$ cat config.mk
export PLATFORM = sky130hd
export DESIGN_NAME = de0_nano_boot_prefetch
export DESIGN_NICKNAME = d
export VERILOG_FILES = /design/src/rtl/de0_nano_boot_prefetch.sv
export SDC_FILE = /design/constraint.sdc
export NUM_CORES = 1
export LEC_CHECK = 0
export CAP_MARGIN = 20
export CORE_UTILIZATION = 50
export DETAILED_ROUTE_END_ITERATION = 10
export PLACE_DENSITY = 0.76
export SLEW_MARGIN = 20
export SYNTH_ARGS = -nofsm -noshare
export SYNTH_HDL_FRONTEND = slang
export SYNTH_SLANG_ARGS = --single-unit
$ cat constraint.sdc
create_clock -name wb_clk_i -period 2 [get_ports wb_clk_i]
set_input_delay 0.4 -clock wb_clk_i [delete_from_list [all_inputs] [get_ports wb_clk_i]]
set_output_delay 0.4 -clock wb_clk_i [all_outputs]
set_load 0.01 [all_outputs]
$ cat src/rtl/de0_nano_boot_prefetch.sv
// One-line read-only Wishbone prefetch buffer between the CPU instruction bus and the boot ROM.
// Define BOOT_PREFETCH_CWF_EN to refill critical-word-first and answer the CPU as soon as that word lands.
//
// state | meaning
// IDLE  | serve hits, flag writes, start a refill on a miss
// FILL  | single-word ROM reads into the line, one per ROM ack
// RESP  | line complete; answer the waiting CPU request if it is still there
module de0_nano_boot_prefetch #(
  parameter int LINE_WORDS = 4,
  parameter int WB_AW      = 32
) (
  input  logic             wb_clk_i,
  input  logic             wb_rst_ni,
  input  logic [WB_AW-1:0] s_wb_adr_i,
  input  logic             s_wb_cyc_i,
  input  logic             s_wb_stb_i,
  input  logic             s_wb_we_i,
  output logic [31:0]      s_wb_dat_o,
  output logic             s_wb_ack_o,
  output logic             s_wb_err_o,
  output logic [WB_AW-1:0] m_wb_adr_o,
  output logic             m_wb_cyc_o,
  output logic             m_wb_stb_o,
  input  logic [31:0]      m_wb_dat_i,
  input  logic             m_wb_ack_i
);
  localparam int OFFW = $clog2(LINE_WORDS);
  localparam int TAGW = WB_AW - OFFW - 2;

  typedef enum logic [1:0] {IDLE, FILL, RESP} state_e;

  state_e                      state_q, state_d;
  logic                        valid_q, valid_d;
  logic [TAGW-1:0]             tag_q, tag_d;
  logic [OFFW-1:0]             off_q, off_d;
  logic [OFFW-1:0]             cnt_q, cnt_d;
  logic [LINE_WORDS-1:0][31:0] line_q, line_d;
  logic                        ack_q, ack_d;
  logic                        err_q, err_d;
  logic [31:0]                 dat_q, dat_d;

  logic            req, hit, last_word;
  logic [TAGW-1:0] adr_tag;
  logic [OFFW-1:0] adr_off;
  logic            unused_adr;

  assign adr_tag    = s_wb_adr_i[WB_AW-1:OFFW+2];
  assign adr_off    = s_wb_adr_i[OFFW+1:2];
  assign unused_adr = ^s_wb_adr_i[1:0];
  // The registered ack/err masks the request so each request gets exactly one pulse.
  assign req = s_wb_cyc_i & s_wb_stb_i & ~ack_q & ~err_q;
  assign hit = valid_q && (tag_q == adr_tag);

`ifdef BOOT_PREFETCH_CWF_EN
  assign last_word = (cnt_q + OFFW'(1)) == off_q;
`else
  assign last_word = cnt_q == OFFW'(LINE_WORDS - 1);
`endif

  always_comb begin
    state_d = state_q;
    valid_d = valid_q;
    tag_d   = tag_q;
    off_d   = off_q;
    cnt_d   = cnt_q;
    line_d  = line_q;
    ack_d   = 1'b0;
    err_d   = 1'b0;
    dat_d   = dat_q;
    case (state_q)
      IDLE: begin
        if (req) begin
          if (s_wb_we_i) begin
            err_d = 1'b1;
          end else if (hit) begin
            ack_d = 1'b1;
            dat_d = line_q[adr_off];
          end else begin
            tag_d   = adr_tag;
            off_d   = adr_off;
            valid_d = 1'b0;
`ifdef BOOT_PREFETCH_CWF_EN
            cnt_d   = adr_off;
`else
            cnt_d   = '0;
`endif
            state_d = FILL;
          end
        end
      end
      FILL: begin
        if (m_wb_ack_i) begin
          line_d[cnt_q] = m_wb_dat_i;
          cnt_d         = cnt_q + OFFW'(1);
`ifdef BOOT_PREFETCH_CWF_EN
          if (cnt_q == off_q && s_wb_cyc_i && s_wb_stb_i) begin
            ack_d = 1'b1;
            dat_d = m_wb_dat_i;
          end
`endif
          if (last_word) begin
            valid_d = 1'b1;
            state_d = RESP;
          end
        end
      end
      RESP: begin
`ifndef BOOT_PREFETCH_CWF_EN
        if (s_wb_cyc_i && s_wb_stb_i) begin
          ack_d = 1'b1;
          dat_d = line_q[off_q];
        end
`endif
        state_d = IDLE;
      end
      default: state_d = IDLE;
    endcase
  end

  always_ff @(posedge wb_clk_i or negedge wb_rst_ni) begin
    if (!wb_rst_ni) begin
      state_q <= IDLE;
      valid_q <= 1'b0;
      tag_q   <= '0;
      off_q   <= '0;
      cnt_q   <= '0;
      line_q  <= '0;
      ack_q   <= 1'b0;
      err_q   <= 1'b0;
      dat_q   <= '0;
    end else begin
      state_q <= state_d;
      valid_q <= valid_d;
      tag_q   <= tag_d;
      off_q   <= off_d;
      cnt_q   <= cnt_d;
      line_q  <= line_d;
      ack_q   <= ack_d;
      err_q   <= err_d;
      dat_q   <= dat_d;
    end
  end

  // Address is built from the latched tag so a refill never leaves its own line.
  assign m_wb_cyc_o = (state_q == FILL);
  assign m_wb_stb_o = (state_q == FILL);
  assign m_wb_adr_o = (state_q == FILL) ? {tag_q, cnt_q, 2'b00} : '0;
  assign s_wb_ack_o = ack_q;
  assign s_wb_err_o = err_q;
  assign s_wb_dat_o = dat_q;

endmodule
==> flow_summary_export.csv <==
group,metric,value,unit
outcome,status,"finished, violations left",
outcome,violations,"negative setup slack",
sta,fin_ws,-0.194,ns
sta,finalSetupTns,-7.06,ns
final_layout,layout_common_cells,"194 x dfrtp_1, 129 x mux2_2, 81 x clkdlybuf4s50_1, 64 x mux4_2, 44 x buf_4",
global_routing,grt_pass1_vias,8044,
critical_path,critPathCaptureType,"flop",
sta,min_period,2.19,ns
synthesis,synthCells,770,
placed_design,io_buffers,133,
hold_path,whs_path_depth,2,
hold_path,whs_endpoint,"tag_q[6]$_DFFE_PN0P_",
clock_network,clk_latency,0.44,ns
critical_path,rr_worst_depth,6,
floorplanning,rows,52,
power,power_leakage,0.00587,µW
floorplanning,die_x,146,µm
sta,holdWs,0.322,ns
final_layout,area_growth_syn_to_layout,33.6,%
drt,num_vias,7836,
floorplanning,start_util,51.2,%
clock_network,cts_made_buffers,17,
power,ir_drop,787,µV
global_routing,grt_pass1_wl,44400,µm
clock_network,cts_sinks,197,
critical_path,r2r_slack,-0.19,ns
hold_path,min_from,"s_wb_adr_i[10]",
drt,wl_per_cell,24.1,µm
synthesis,async_flop_share,100,%
clock_network,cts_max_path_buffers,2,
drt,postRouteAntennaNets,0,
critical_path,crit_type,"flop to flop",
critical_path,worstPathArrival,2.51,ns
final_layout,regArea,4930,µm²
final_layout,layout-drive-gt1-share,45.3,%
floorplanning,dieArea,21400,µm²
synthesis,ys_seq_area_share,47.3,%
sta,max_freq,0.456,GHz
final_layout,nNetsFinal,1024,
global_routing,antenna_found_initial,0,
clock_network,cts_htree_levels,4,
critical_path,startpoint_type,"flop",
synthesis,synth_flop_cell,"dfrtp_1",
sta,period_share,110,%
job,max_cap_violations,0,
critical_path,r2r-end,"tag_q[11]$_DFFE_PN0P_",
floorplanning,die_h,146,µm
drt,drt_iter0_markers,640,
clock_network,cts_root_buf,"clkbuf_16",
final_layout,nFillCells,1405,
sta,hold_viol_final,0,
clock_network,clk_pin_slew_worst_paths,0.07,ns
floorplanning,core_area,20400,µm²
drt,drc,0,
synthesis,syn_area,10400,µm²
hold_path,min_path_type,"input port to flop",
global_routing,grt_usage,26.8,%
drt,routed_wl,29700,µm
critical_path,reg2reg_from,"s_wb_ack_o$_DFF_PN0_",
final_layout,final_common_cell,"dfrtp_1",
global_routing,overflow,0,
drt,viasPerCell,6.36,
synthesis,synth_edf_count,0,
final_layout,multiInputGateArea,5550,µm²
clock_network,cts_tree,"yes",
floorplanning,ioPinCount,138,
sta,rsz0062_at_grt,"true",
sta,setup_violations,87,
placed_design,gp_congestion,0.777,
global_routing,grt_start_max_net_pins,58,
final_layout,n_antenna_cell,0,
synthesis,ys_seq_elements,197,
sta,slew_violations,0,
power,power.density,1350,nW/µm²
sta,finalClockSkew,0.00914,ns
synthesis,synth_cell_types,36,
synthesis,yosysWarnings,0,
critical_path,cp.required,2.32,ns
critical_path,crit_fanout,8,
drt,firstDrtPassIters,7,
synthesis,syn_avg_cell_area,13.5,µm²
placed_design,dp_hpwl,16400,µm
per-layer routing:
metal,vias to the layer above,track usage (%),routed length (µm)
li1,3347,-,-
met5,-,0,0
met2,385,45.8,14900
met4,0,7.50,509
met1,4053,35.3,12100
met3,51,4.84,2190
power breakdown:
group          internal, µW  switching (µW)  leakage [µW]  total (µW)
Clock                  2060            1500      0.000297        3570
Sequential             5650            1410       0.00227        7060
Combinational          5230            2930       0.00330        8170
Total                 13000            5850       0.00587       18800
worst max-delay path, stage by stage, from the launching register on:
cell and delay (ns):
dfrtp_1 0.38, or4_4 0.51, or3_4 0.42, a21oi_4 0.15
buf_6 0.15, buf_12 0.15, mux2_4 0.31
through the flow:
stage	utilization [%]	total power (µW)	cell area, µm²	cells	setup WS [ns]
3_5_place_dp	61.2	14000	12500	1152	-0.630
2_1_floorplan	-	11500	10400	771	-0.0798
3_3_place_gp	61.2	13700	12500	1152	-0.591
5_1_grt	68.4	19700	13900	1232	-0.232
4_1_cts	66.1	18100	13500	1218	-0.162
6_report	68.4	18800	13900	1232	-0.194
cells by family after synthesis:
| logic type | Yosys count | synth area share [%] |
|---|---|---|
| DFF | 197 | 47.3 |
| other | 1 | 0.0360 |
| and+or+nand+nor | 131 | 7.57 |
| buffers and inverters | 77 | 3.14 |
| muxes | 222 | 30.9 |
| AOI/OAI and AO/OA | 110 | 8.26 |
| adders and majority gates | 4 | 0.480 |
| xor gates and xnor gates | 28 | 2.35 |
synth_stat cells (3+ instances only):
| master | count | area [µm²] |
|---|---|---|
| dfrtp_1 | 197 | 4930 |
| mux2_2 | 152 | 1710 |
| mux4_2 | 64 | 1440 |
| clkbuf_1 | 54 | 203 |
| nand4_1 | 42 | 263 |
| nand3_1 | 39 | 195 |
| a22oi_1 | 33 | 248 |
| o211ai_1 | 33 | 248 |
| a22o_1 | 32 | 280 |
| and2_1 | 30 | 188 |
| xnor2_1 | 28 | 245 |
| buf_1 | 9 | 33.8 |
| nand2_1 | 7 | 26.3 |
| mux2_1 | 6 | 67.6 |
| buf_2 | 4 | 20.0 |
| ha_1 | 4 | 50.1 |
| inv_1 | 4 | 15.0 |
| o21ai_0 | 4 | 20.0 |
| buf_4 | 3 | 22.5 |
| buf_6 | 3 | 33.8 |
| nor2_1 | 3 | 11.3 |
flip-flops by register name, indices dropped and copies added, names as in the netlist:
name / cells
cnt_q: 2
line_q: 128
off_q: 2
s_wb_ack_o: 1
s_wb_dat_o: 32
s_wb_err_o: 1
state_q: 2
tag_q: 28
valid_q: 1
worst max path at each step:
| stage | startpoint | endpoint | slack (ns) |
|---|---|---|---|
| 2_1_floorplan | s_wb_err_o$_DFF_PN0_ | tag_q[15]$_DFFE_PN0P_ | -0.08 |
| 3_3_place_gp | s_wb_cyc_i | tag_q[9]$_DFFE_PN0P_ | -0.59 |
| 3_5_place_dp | s_wb_cyc_i | tag_q[16]$_DFFE_PN0P_ | -0.63 |
| 4_1_cts | tag_q[9]$_DFFE_PN0P_ | tag_q[13]$_DFFE_PN0P_ | -0.16 |
| 5_1_grt | s_wb_ack_o$_DFF_PN0_ | tag_q[22]$_DFFE_PN0P_ | -0.23 |
| 6_report | s_wb_ack_o$_DFF_PN0_ | tag_q[11]$_DFFE_PN0P_ | -0.19 |
area by class of cell:
type / count / area share (%)
multi-input cells: 497 / 39.9
well taps: 270 / 2.42
inverters: 4 / 0.108
flip-flops and latches: 197 / 35.4
clock inverters: 8 / 0.880
repair buffers: 233 / 17.9
clock buffers: 23 / 3.43
what timing repair did:
action / in CTS / in global routing
hold endpoints to repair: 21 / 0
cloned: 5 / 5
buffers inserted: 30 / 11
setup endpoints to repair: 90 / 98
pin swaps: 7 / 62
hold buffers: 1 / 0
resized for setup: 182 / 77
Power figures use the tool's default switching activity.
